## config.mk

```make
export PLATFORM = sky130hd
export DESIGN_NAME = pwm_bank
export DESIGN_NICKNAME = d
export VERILOG_FILES = /design/src/rtl/pwm_pkg.sv /design/src/rtl/pwm_channel.sv /design/src/rtl/pwm_bank.sv
export SDC_FILE = /design/constraint.sdc
export NUM_CORES = 1
export LEC_CHECK = 0
export ABC_AREA = 1
export ABC_CLOCK_PERIOD_IN_PS = 6000
export CORE_AREA = 4 4 171 173
export CTS_CLUSTER_SIZE = 30
export DETAILED_ROUTE_END_ITERATION = 8
export DIE_AREA = 0 0 175 177
export SETUP_SLACK_MARGIN = 0.5
export SYNTH_ARGS = -nofsm -noshare
export SYNTH_HDL_FRONTEND = slang
export SYNTH_SLANG_ARGS = --single-unit
```

## constraint.sdc

```tcl
create_clock -name clk -period 6 [get_ports clk]
set_input_delay 0.9 -clock clk [delete_from_list [all_inputs] [get_ports clk]]
set_output_delay 0.9 -clock clk [all_outputs]
set_load 0.01 [all_outputs]
```

## src/rtl/pwm_pkg.sv

```systemverilog
// ============================================================================
// Module      : pwm_pkg
// Description : Shared types and default parameter values for the PWM bank.
//               pwm_mode_e selects edge- or center-aligned counting and
//               pwm_dir_e is the state of the center-mode up/down FSM.
// Revision    : 1.0 - initial release
// ============================================================================
`default_nettype none

package pwm_pkg;

    typedef enum logic {
        PWM_EDGE   = 1'b0,
        PWM_CENTER = 1'b1
    } pwm_mode_e;

    typedef enum logic {
        DIR_UP   = 1'b0,
        DIR_DOWN = 1'b1
    } pwm_dir_e;

    localparam int unsigned c_DEF_NUM_CH = 4;
    localparam int unsigned c_DEF_CNT_W  = 16;
    localparam int unsigned c_DEF_PSC_W  = 8;

endpackage : pwm_pkg

`default_nettype wire

```

## src/rtl/pwm_channel.sv

```systemverilog
// ============================================================================
// Module      : pwm_channel
// Description : One PWM output. Compares the shared period counter with the
//               channel duty and registers the polarity-adjusted level.
// Ports       : clk     - clock, rising edge
//               rst     - synchronous active-high reset (output forced to 0)
//               i_cnt   - current period counter value
//               i_duty  - active duty value for this channel
//               i_run   - global enable AND channel enable
//               i_pol   - polarity; also the level driven while not running
//               o_pwm   - registered PWM output
// Revision    : 1.0 - initial release
// ============================================================================
`default_nettype none

module pwm_channel #(
    parameter int unsigned CNT_W = 16
) (
    input  logic             clk,
    input  logic             rst,
    input  logic [CNT_W-1:0] i_cnt,
    input  logic [CNT_W-1:0] i_duty,
    input  logic             i_run,
    input  logic             i_pol,
    output logic             o_pwm
);

    logic w_raw;
    logic w_level;
    logic r_pwm;

    // Unsigned compare: duty 0 never asserts, duty above the period always does.
    assign w_raw   = (i_cnt < i_duty);
    assign w_level = i_run ? (w_raw ^ i_pol) : i_pol;

    always_ff @(posedge clk) begin
        if (rst) begin
            r_pwm <= 1'b0;
        end else begin
            r_pwm <= w_level;
        end
    end

    assign o_pwm = r_pwm;

endmodule : pwm_channel

`default_nettype wire

```

## src/rtl/pwm_bank.sv

```systemverilog
// ============================================================================
// Module      : pwm_bank
// Description : Bank of NUM_CH PWM channels sharing one prescaler and one
//               period counter. Period, mode and duties are double-buffered:
//               load writes the shadow copy, which moves to the active copy
//               at the next period boundary (or every cycle while disabled).
// Ports       : clk, reset       - clock / synchronous active-high reset
//               enable           - global run control
//               prescale         - counter advances every prescale+1 clocks
//               period, mode,
//               duty             - shadow values captured on load
//               load             - one-cycle shadow write strobe
//               ch_en, polarity  - per-channel enable and output inversion
//               pwm_out          - registered PWM outputs
//               period_end       - one-cycle pulse after each boundary
//               update_pending   - shadow written but not yet active
// Revision    : 1.0 - initial release
// ============================================================================
`default_nettype none

module pwm_bank
    import pwm_pkg::*;
#(
    parameter int unsigned NUM_CH = c_DEF_NUM_CH,
    parameter int unsigned CNT_W  = c_DEF_CNT_W,
    parameter int unsigned PSC_W  = c_DEF_PSC_W
) (
    input  logic                    clk,
    input  logic                    reset,
    input  logic                    enable,
    input  logic [PSC_W-1:0]        prescale,
    input  logic [CNT_W-1:0]        period,
    input  logic                    mode,
    input  logic [NUM_CH*CNT_W-1:0] duty,
    input  logic                    load,
    input  logic [NUM_CH-1:0]       ch_en,
    input  logic [NUM_CH-1:0]       polarity,
    output logic [NUM_CH-1:0]       pwm_out,
    output logic                    period_end,
    output logic                    update_pending
);

    localparam logic [CNT_W-1:0] c_CNT_ONE = CNT_W'(1);

    // Prescaler
    logic [PSC_W-1:0]        r_psc_cnt;
    logic [PSC_W-1:0]        w_psc_nxt;
    logic                    w_tick;

    // Counter / direction FSM
    logic [CNT_W-1:0]        r_cnt;
    logic [CNT_W-1:0]        w_cnt_nxt;
    logic [CNT_W-1:0]        w_cnt_inc;
    pwm_dir_e                r_dir;
    pwm_dir_e                w_dir_nxt;
    logic                    w_boundary;

    // Shadow and active configuration
    logic [CNT_W-1:0]        r_period_s;
    logic [CNT_W-1:0]        r_period_a;
    pwm_mode_e               r_mode_s;
    pwm_mode_e               r_mode_a;
    logic [NUM_CH*CNT_W-1:0] r_duty_s;
    logic [NUM_CH*CNT_W-1:0] r_duty_a;
    logic [CNT_W-1:0]        w_period_s_nxt;
    pwm_mode_e               w_mode_s_nxt;
    logic [NUM_CH*CNT_W-1:0] w_duty_s_nxt;

    logic                    r_upd_pend;
    logic                    r_period_end;
    logic                    w_transfer;

    // ------------------------------------------------------------------
    // Prescaler. A prescale reduced below the running count restarts the
    // count at 0 without producing a tick.
    // ------------------------------------------------------------------
    assign w_tick = enable && (r_psc_cnt == prescale);

    always_comb begin
        w_psc_nxt = r_psc_cnt + 1'b1;
        if (!enable || (r_psc_cnt >= prescale)) begin
            w_psc_nxt = '0;
        end
    end

    // ------------------------------------------------------------------
    // Counter next state. In center mode the direction register reflects
    // the direction of the next step: it turns DOWN as the counter reaches
    // period_a, and UP again at the boundary step from 1 to 0.
    // ------------------------------------------------------------------
    assign w_cnt_inc = r_cnt + c_CNT_ONE;

    always_comb begin
        w_cnt_nxt  = r_cnt;
        w_dir_nxt  = r_dir;
        w_boundary = 1'b0;
        if (!enable) begin
            w_cnt_nxt = '0;
            w_dir_nxt = DIR_UP;
        end else if (w_tick) begin
            if (r_mode_a == PWM_EDGE) begin
                if (r_cnt == r_period_a) begin
                    w_boundary = 1'b1;
                    w_cnt_nxt  = '0;
                    w_dir_nxt  = DIR_UP;
                end else begin
                    w_cnt_nxt  = w_cnt_inc;
                end
            end else begin
                if (r_period_a == '0) begin
                    w_boundary = 1'b1;
                    w_cnt_nxt  = '0;
                    w_dir_nxt  = DIR_UP;
                end else if (r_dir == DIR_UP) begin
                    w_cnt_nxt = w_cnt_inc;
                    if (w_cnt_inc == r_period_a) begin
                        w_dir_nxt = DIR_DOWN;
                    end
                end else begin
                    w_cnt_nxt = r_cnt - c_CNT_ONE;
                    if (r_cnt == c_CNT_ONE) begin
                        w_boundary = 1'b1;
                        w_dir_nxt  = DIR_UP;
                    end
                end
            end
        end
    end

    always_ff @(posedge clk) begin
        if (reset) begin
            r_dir <= DIR_UP;
        end else begin
            r_dir <= w_dir_nxt;
        end
    end

    // ------------------------------------------------------------------
    // Shadow / active registers. A load on the boundary cycle defers the
    // transfer so the just-written values get a full period of notice.
    // While disabled the active copy tracks the (post-load) shadow value.
    // ------------------------------------------------------------------
    assign w_period_s_nxt = load ? period : r_period_s;
    assign w_mode_s_nxt   = load ? pwm_mode_e'(mode) : r_mode_s;
    assign w_duty_s_nxt   = load ? duty : r_duty_s;
    assign w_transfer     = w_boundary && r_upd_pend && !load;

    always_ff @(posedge clk) begin
        if (reset) begin
            r_psc_cnt    <= '0;
            r_cnt        <= '0;
            r_period_s   <= '0;
            r_period_a   <= '0;
            r_mode_s     <= PWM_EDGE;
            r_mode_a     <= PWM_EDGE;
            r_duty_s     <= '0;
            r_duty_a     <= '0;
            r_upd_pend   <= 1'b0;
            r_period_end <= 1'b0;
        end else begin
            r_psc_cnt  <= w_psc_nxt;
            r_cnt      <= w_cnt_nxt;
            r_period_s <= w_period_s_nxt;
            r_mode_s   <= w_mode_s_nxt;
            r_duty_s   <= w_duty_s_nxt;
            if (!enable) begin
                r_period_a   <= w_period_s_nxt;
                r_mode_a     <= w_mode_s_nxt;
                r_duty_a     <= w_duty_s_nxt;
                r_upd_pend   <= 1'b0;
                r_period_end <= 1'b0;
            end else begin
                if (w_transfer) begin
                    r_period_a <= r_period_s;
                    r_mode_a   <= r_mode_s;
                    r_duty_a   <= r_duty_s;
                end
                r_upd_pend   <= load || (r_upd_pend && !w_boundary);
                r_period_end <= w_boundary;
            end
        end
    end

    assign period_end     = r_period_end;
    assign update_pending = r_upd_pend;

    // ------------------------------------------------------------------
    // Channels
    // ------------------------------------------------------------------
    for (genvar i = 0; i < NUM_CH; i++) begin : g_ch
        pwm_channel #(
            .CNT_W (CNT_W)
        ) u_ch (
            .clk    (clk),
            .rst    (reset),
            .i_cnt  (r_cnt),
            .i_duty (r_duty_a[i*CNT_W +: CNT_W]),
            .i_run  (enable & ch_en[i]),
            .i_pol  (polarity[i]),
            .o_pwm  (pwm_out[i])
        );
    end

endmodule : pwm_bank

`default_nettype wire

```

; After elaboration in Yosys (flattened, before gate mapping)
; Cells that the tools add are included.
[op_classes]
add_sub_neg = 3
eq_ne = 5
n_mul = 0
n_mux = 30
shift = 0
n_div = 0
magnitude_cmp = 5
reduce_logical = 14
n_bitwise = 9
[ops]
columns = operator, n
row1 = two-way mux 64 bit, 3
row2 = two-way mux 16 bit, 7
row3 = less-than comparator 16 bit, 4
row4 = == test 16 bit, 2
row5 = two-way mux 1 bit, 20
row6 = adder 16 x 1 -> 16 bit (second input constant), 1
row7 = == test 16 x 1 -> 1 bit (second input constant), 1
row8 = zero test 16 bit, 1
row9 = subtractor 16 x 1 -> 16 bit (second input constant), 1
row10 = adder 8 x 1 -> 8 bit (second input constant), 1
row11 = == test 8 bit, 1
row12 = >= comparator 8 bit, 1
row13 = bitwise AND 1 bit, 4
row14 = logical AND 1 bit, 4
row15 = OR reduction 2 bit, 2
row16 = bitwise XOR 1 bit, 4
row17 = zero test 1 bit, 3
row18 = logical OR 1 bit, 2
row19 = inequality test 2 x 1 -> 1 bit (second input constant), 1
row20 = AND reduction 2 bit, 1
row21 = nonzero test 2 bit, 1
row22 = inverter 1 bit, 1
[word_totals]
register_bits = 193
mem_count = 0
word_cells = 81
ram_bits = 0
output_inout_bits = 6
latchBits = 0
mem_bits_ro = 0

; Longest topological paths before layout
; Gate-level depths: netlist of run 1.
[depth]
ltp_word = 11
ltp_mapped = 15

; By module
; A second synthesis of run 1 with hierarchy kept.
[hier_totals]
cells_unflattened = 1592
hier_area_um2 = 11104.4
[modules_own_cells]
columns = mod, instances, area_per_inst_um2, seq_area_each_um2, cells_per_inst
row1 = pwm_bank, 1, 9305.2, 3783.6, 1298
row2 = pwm_channel at g_ch[1].u_ch ..., 3, 446.7, 20.0, 73
row3 = pwm_channel at g_ch[0].u_ch, 1, 459.2, 20.0, 75

; Least setup slack after synthesis of run 1
; OpenSTA, ideal clock, no wires.
[synth_path]
path_kind = input port to flip-flop
startpoint = in prescale[7]
endpoint = reg r_duty_a[34]
setup_ps = 132
arrival_ps = 2412
path_slack_ps = 3456
cell_stages = 11
path_cell_list = inv_1 ha_1 nand2_1 nor2_1 nand2_1 nor2_2 nand4_2 buf_6 clkbuf_1 nand3_1 a21oi_1
[synth_via]
elab_chain_cells = 7
[synth_rtl]
columns = item, line
row1 = from (decl), pwm_bank.sv:31  ; input logic [PSC_W-1:0] prescale,
row2 = == test 8 bit, pwm_bank.sv:77  ; assign w_tick = enable && (r_psc_cnt == prescale);
row3 = logical AND 1 bit, pwm_bank.sv:77
row4 = two-way mux 1 bit, pwm_bank.sv:100  ; end else if (w_tick) begin
row5 = two-way mux 1 bit, pwm_bank.sv:97  ; if (!enable) begin
row6 = logical AND 1 bit (2 in series), pwm_bank.sv:146  ; assign w_transfer = w_boundary && r_upd_pend && !load;
row7 = inequality test 2 x 1 -> 1 bit (no source line), n/a
row8 = to (signal assigned), pwm_bank.sv:169  ; r_duty_a <= w_duty_s_nxt;
row9 = to (signal assigned), pwm_bank.sv:176  ; r_duty_a <= r_duty_s;
row10 = to (decl), pwm_bank.sv:64  ; logic [NUM_CH*CNT_W-1:0] r_duty_a;
; Every way passes these cells.
; A chain may end at the register's enable or synchronous reset.

; Worst setup path in the final report of run 1
[layout_path]
startpoint = in prescale[7]
endpoint = reg r_period_a[1]
[layout_via]
elab_chain_cells = 7
[layout_rtl]
columns = item, line
row1 = == test 8 bit, pwm_bank.sv:77
row2 = logical AND 1 bit, pwm_bank.sv:77
row3 = two-way mux 1 bit, pwm_bank.sv:100
row4 = two-way mux 1 bit, pwm_bank.sv:97
row5 = logical AND 1 bit (2 in series), pwm_bank.sv:146
row6 = inequality test 2 x 1 -> 1 bit (no source line), n/a
row7 = to (signal assigned), pwm_bank.sv:167  ; r_period_a <= w_period_s_nxt;
row8 = to (signal assigned), pwm_bank.sv:174  ; r_period_a <= r_period_s;
row9 = to (decl), pwm_bank.sv:60  ; logic [CNT_W-1:0] r_period_a;
; Every way passes these cells.

==> results of run 1 <==
kinds of logic after synthesis:
family / Yosys count / share of synthesized area (%)
AO/OA/AOI/OAI: 257 / 12.2
AND/OR/NAND/NOR: 698 / 26.2
flip-flops: 193 / 35.1
multiplexers: 81 / 7.37
XOR/XNOR: 24 / 1.91
buffers and inverters: 240 / 9.01
adder cells (fa/ha/maj): 72 / 8.19
final cells by class:
class	instances	area (sq um)	share of cell area, %
Sequential cell	193	3860	30.2
Timing Repair Buffer	117	1140	8.92
Clock inverter	13	138	1.08
Multi-Input combinational cell	1132	6150	48.1
Clock buffer	19	443	3.47
Tap cell	378	473	3.70
Inverter	152	571	4.46
sequential cells by signal, summed over array words and instances, names as in the netlist:
name	count
r_duty_a	64
r_duty_s	64
r_cnt	16
r_period_a	16
r_period_s	16
r_psc_cnt	8
g_ch.u_ch.o_pwm	4
period_end	1
r_dir	1
r_mode_a	1
r_mode_s	1
update_pending	1
where the power goes:
group / leakage, nW / internal, W / switching (W) / total [W]
Combinational: 3.61 / 0.000172 / 0.000222 / 0.000394
Sequential: 1.58 / 0.00134 / 0.0000324 / 0.00137
Clock: 0.283 / 0.000569 / 0.000573 / 0.00114
routing by layer:
metal / vias up / part of all wire, %
li1: 5203 / -
met1: 4540 / 49
met2: 191 / 44
met3: 36 / 4.5
met4: 0 / 1.9
met5: - / 0
critical path, cell delays in order:
cell and delay, ns:
clkdlybuf4s50_1 0.45, inv_1 0.04, ha_1 0.28, nand2_1 0.07
nor2_1 0.14, nand2_1 0.26, nor2_2 0.23, nand4_4 0.65
nand2_8 0.74, nand2_1 0.11, a21oi_1 0.15
path summary, 6_finish.rpt:
kind                from            end  cells after the start
max          prescale[7]  r_period_a[1]                     11
min          r_duty_a[4]    r_duty_a[4]                      2
max reg2reg     r_cnt[5]  r_period_a[1]                     12
min reg2reg  r_duty_a[4]    r_duty_a[4]                      2
placed cells by master (no fill, tap or decap), types with 5 or more instances in the layout:
cell type and count:
a211oi_1 9, a21oi_1 127, a31oi_1 6, buf_4 13
clkbuf_16 17, clkdlybuf4s50_1 103, dfxtp_1 193, ha_1 72
inv_1 136, inv_2 15, inv_6 5, mux2i_1 81
nand2_1 374, nand3_1 121, nand4_1 13, nor2_1 164
nor3_1 15, o21ai_0 105, xor2_1 21
metrics by stage:
step	instance area [sq um]	total power (W)	cells	hold slack, ns	util (%)
after CTS	12800	0.00295	2004	0.488	46.3
final	12800	0.00291	2004	0.485	46.3
after floorplan	11000	0.00166	1565	0.441	-
after global placement	12200	0.00180	1972	0.466	44.2
after detailed placement	12200	0.00180	1972	0.469	44.2
after global routing	12800	0.00305	2004	0.508	46.3
==> results.json, run 1 <==
{
  "p_per_area_mw_per_mm2": 228,
  "grt_pass1_wl_mm": 47.9,
  "dp_slack_ns": 1.81,
  "setup_violations": 0,
  "syn_nets": 1738,
  "avgViaCountPerCell": 4.98,
  "layout.nets": 1786,
  "max_freq_ghz": 0.268,
  "final.period_utilization_pct": 62.1,
  "gp_congestion": 0.911,
  "synth_cells": 1565,
  "track_usage_pct": 19.1,
  "pin_count": 107,
  "synth_cell_type_count": 36,
  "leakagePower_nw": 5.48,
  "async_reset_ff_share_pct": 0,
  "cts.sinks": 193,
  "dieArea_sq_mm": 0.0310,
  "antenna_cells": 0,
  "synth.largest_area_cell": "dfxtp_1",
  "hold_buffers": 0,
  "r2r_slack_ns": 2.41,
  "drc": 0,
  "die_w_um": 175,
  "gr-usage-met2_pct": 31.0,
  "clkTransAtPathRegs_ns": 0.08,
  "synth-seq-cells": 193,
  "htreeDepth": 4,
  "use_met1_pct": 26.4,
  "initial_core_util_pct": 39.8,
  "rows": 61,
  "area_growth_syn_to_layout_pct": 16.2,
  "wire_per_inst_um": 14.6,
  "ir_worst_vdd_mv": 0.151,
  "tightest_slew_ns": 0.955,
  "fillers": 2855,
  "drive_gt1_share_pct": 4.18,
  "synth.top_cell.area_share_pct": 35.1,
  "cts_root_buf": "clkbuf_16",
  "timing.critical_path.from_type": "input port",
  "status": "finished clean",
  "finalHoldViolations": 0,
  "gr-usage-met3_pct": 2.95,
  "max_slew_margin_pct": 36.3,
  "top_usage_layer": "met2",
  "ys_warn_count": 0,
  "clock_latency_ns": 0.44,
  "synth-edff-count": 0,
  "portBuffers": 106,
  "drv_cap": 0,
  "cts_made_buffers": 17,
  "rsz0062_at_grt": "false",
  "grt_max_degree": 111,
  "hold_class": "reg2reg",
  "die_height_um": 177,
  "worst_ep_arrival_time_ns": 4.08,
  "grt-ovfl-total": 0,
  "cts_setup_buffers": 0,
  "grt_pass1_vias": 9461,
  "skew_ns": 0.0111,
  "finalMaxSlewViolations": 0,
  "synthFlopType": "dfxtp_1",
  "syn_area_sq_mm": 0.0110,
  "cp.required_ns": 6.36,
  "fin_ws_ns": 2.27,
  "min_period_ns": 3.73,
  "core_area_sq_mm": 0.0276,
  "drt_iter0_drc": 595,
  "setup_tns_ns": 0,
  "synthTopCellsByCount": "nand2_1, dfxtp_1, nor2_1",
  "ant_nets": 0,
  "antenna_found_initial": 0,
  "synth_area_leaders": "dfxtp_1, nand2_1, ha_1",
  "path_class": "in2reg",
  "cts-resized-gates": 0,
  "place_hpwl_mm": 20.1,
  "drt-pass1-iter-count": 5,
  "cts_tree": "built",
  "synth_seq_area_share_pct": 35.1,
  "endpoint_kind": "flop",
  "post-synth-top-count-cell": "nand2_1",
  "vias": 9970,
  "clk_path_buf_depth": 2,
  "totalWireLength_mm": 29.4,
  "path_max_fanout": 81,
  "syn_area_per_cell_sq_um": 7.03
}
Note: power is estimated with default switching activity, not from simulation.
==> run 2, diff against run 1 <==
--- a/config.mk
+++ b/config.mk
@@ -6,7 +6,7 @@
 export NUM_CORES = 1
 export LEC_CHECK = 0
 export ABC_AREA = 1
-export ABC_CLOCK_PERIOD_IN_PS = 6000
+export ABC_CLOCK_PERIOD_IN_PS = 3800
 export CORE_AREA = 4 4 171 173
 export CTS_CLUSTER_SIZE = 30
 export DETAILED_ROUTE_END_ITERATION = 8
==> constraint.sdc (replaced) <==
create_clock -name clk -period 3.8 [get_ports clk]
set_input_delay 0.57 -clock clk [delete_from_list [all_inputs] [get_ports clk]]
set_output_delay 0.57 -clock clk [all_outputs]
set_load 0.01 [all_outputs]
==> run 2 against run 1 <==
- die area is the same
- setup slack worse by 1.2 ns
- critical endpoint is now r_duty_a[24]
- global-route usage decreased by 0.18 points
- highest routed layer unchanged
==> results.json, run 2 (synthesis results as in run 1) <==
{
  "hold_class": "reg2reg",
  "totalWireLength_mm": 29.2,
  "final.period_utilization_pct": 72.8,
  "grt_pass1_vias": 9489,
  "grt_max_degree": 196,
  "cts_setup_buffers": 0,
  "path_class": "in2reg",
  "leakagePower_nw": 5.54,
  "drt_iter0_drc": 666,
  "die_w_um": 175,
  "dieArea_sq_mm": 0.0310,
  "htreeDepth": 4,
  "avgViaCountPerCell": 5.03,
  "place_hpwl_mm": 20.3,
  "layout_commonest_cell": "nand2_1",
  "ant_nets": 0,
  "worst_ep_arrival_time_ns": 3.12,
  "min_period_ns": 2.77,
  "portBuffers": 106,
  "rsz0062_at_grt": "false",
  "hold_buffers": 0,
  "clkTransAtPathRegs_ns": 0.08,
  "initial_core_util_pct": 39.8,
  "cts.sinks": 193,
  "grt-ovfl-total": 0,
  "dp.cells": 1978,
  "drv_cap": 0,
  "clk_path_buf_depth": 2,
  "skew_ns": 0.0156,
  "setup_violations": 0,
  "die_height_um": 177,
  "vias": 10100,
  "grt_pass1_wl_mm": 47.9,
  "cp.required_ns": 4.16,
  "max_freq_ghz": 0.362,
  "largest_registers": "r_duty_a (64), r_duty_s (64)",
  "finalMaxSlewViolations": 0,
  "cts_root_buf": "clkbuf_16",
  "core_area_sq_mm": 0.0276,
  "antenna_found_initial": 1,
  "finalHoldViolations": 0,
  "p_per_area_mw_per_mm2": 363,
  "timing.critical_path.from_type": "input port",
  "cts_made_buffers": 17,
  "ir_worst_vdd_mv": 0.265,
  "rows": 61,
  "layout.nets": 1792,
  "cts_tree": "built",
  "status": "finished clean",
  "cts-resized-gates": 0,
  "antenna_cells": 0,
  "final_cell_mix": "nand2_1, dfxtp_1, nor2_1, inv_1, a21oi_1",
  "tightest_slew_ns": 0.851,
  "max_slew_margin_pct": 43.3,
  "drive_gt1_share_pct": 4.60,
  "clock_latency_ns": 0.44,
  "setup_tns_ns": 0,
  "wire_per_inst_um": 14.6,
  "pin_count": 107,
  "path_max_fanout": 81,
  "instances_no_fill": 2010,
  "endpoint_kind": "flop",
  "drc": 0,
  "gp_congestion": 0.929,
  "track_usage_pct": 18.9,
  "drt-pass1-iter-count": 5,
  "area_growth_syn_to_layout_pct": 17.2
}
-- run 2: changes by cell type in the layout (fill, tap and decap cells not counted), sizes merged --
cell      delta
buf          +6
bufinv       +1
clkbuf       -2
clkinv       +4
clkinvlp     -1
inv          -2
-- run 2: power breakdown --
group	leakage [nW]	switching [W]	internal, W
clock network	0.300	0.000926	0.000954
logic	3.66	0.000351	0.000275
registers	1.58	0.0000513	0.00212
total	5.54	0.00133	0.00335
-- run 2: area by class of cell --
cell class | instances | area, sq um
fill | 2913 | 14700
multi-input combinational | 1132 | 6150
clock buffer | 17 | 425
clock inverter | 15 | 190
sequential | 193 | 3860
tap | 378 | 473
timing repair buffer | 123 | 1210
inverter | 152 | 571
-- run 2: path summary, 6_finish.rpt --
path	to	cells after the start	startpoint	slack, ns
worst max-delay path	r_duty_a[24]	11	prescale[7]	1.03
worst min-delay path	r_duty_a[19]	2	r_duty_a[19]	0.48
worst max register to register	r_duty_a[24]	9	r_cnt[8]	1.04
worst min register to register	r_duty_a[19]	2	r_duty_a[19]	0.48
-- run 2: metrics by stage --
step	worst slack [ns]	area (sq um)	power (W)	hold slack (ns)	util, %
CTS	1.02	12900	0.00474	0.481	46.6
detailed placement	0.564	12300	0.00285	0.475	44.4
global route	0.849	12900	0.00491	0.496	46.6
finish	1.03	12900	0.00468	0.484	46.6
floorplan	1.59	11000	0.00262	0.441	-
global placement	0.689	12300	0.00283	0.463	44.4
-- run 2: worst max-delay path, cell delays in order --
cell	delay [ns]
clkdlybuf4s50_1	0.46
inv_1	0.04
ha_1	0.30
nand2_1	0.09
nor2_1	0.06
nand2_1	0.29
nor2_2	0.10
nand4_4	0.14
buf_4	0.64
nand3_1	0.16
a21oi_1	0.20
-- run 2: metal layers --
metal | GRT usage [%] | wire [um] | vias to the layer above
li1 | - | - | 5226
met1 | 26.1 | 14000 | 4647
met2 | 31.1 | 13400 | 210
met3 | 2.93 | 1460 | 24
met4 | 4.98 | 387 | 0
met5 | 0 | 0 | -
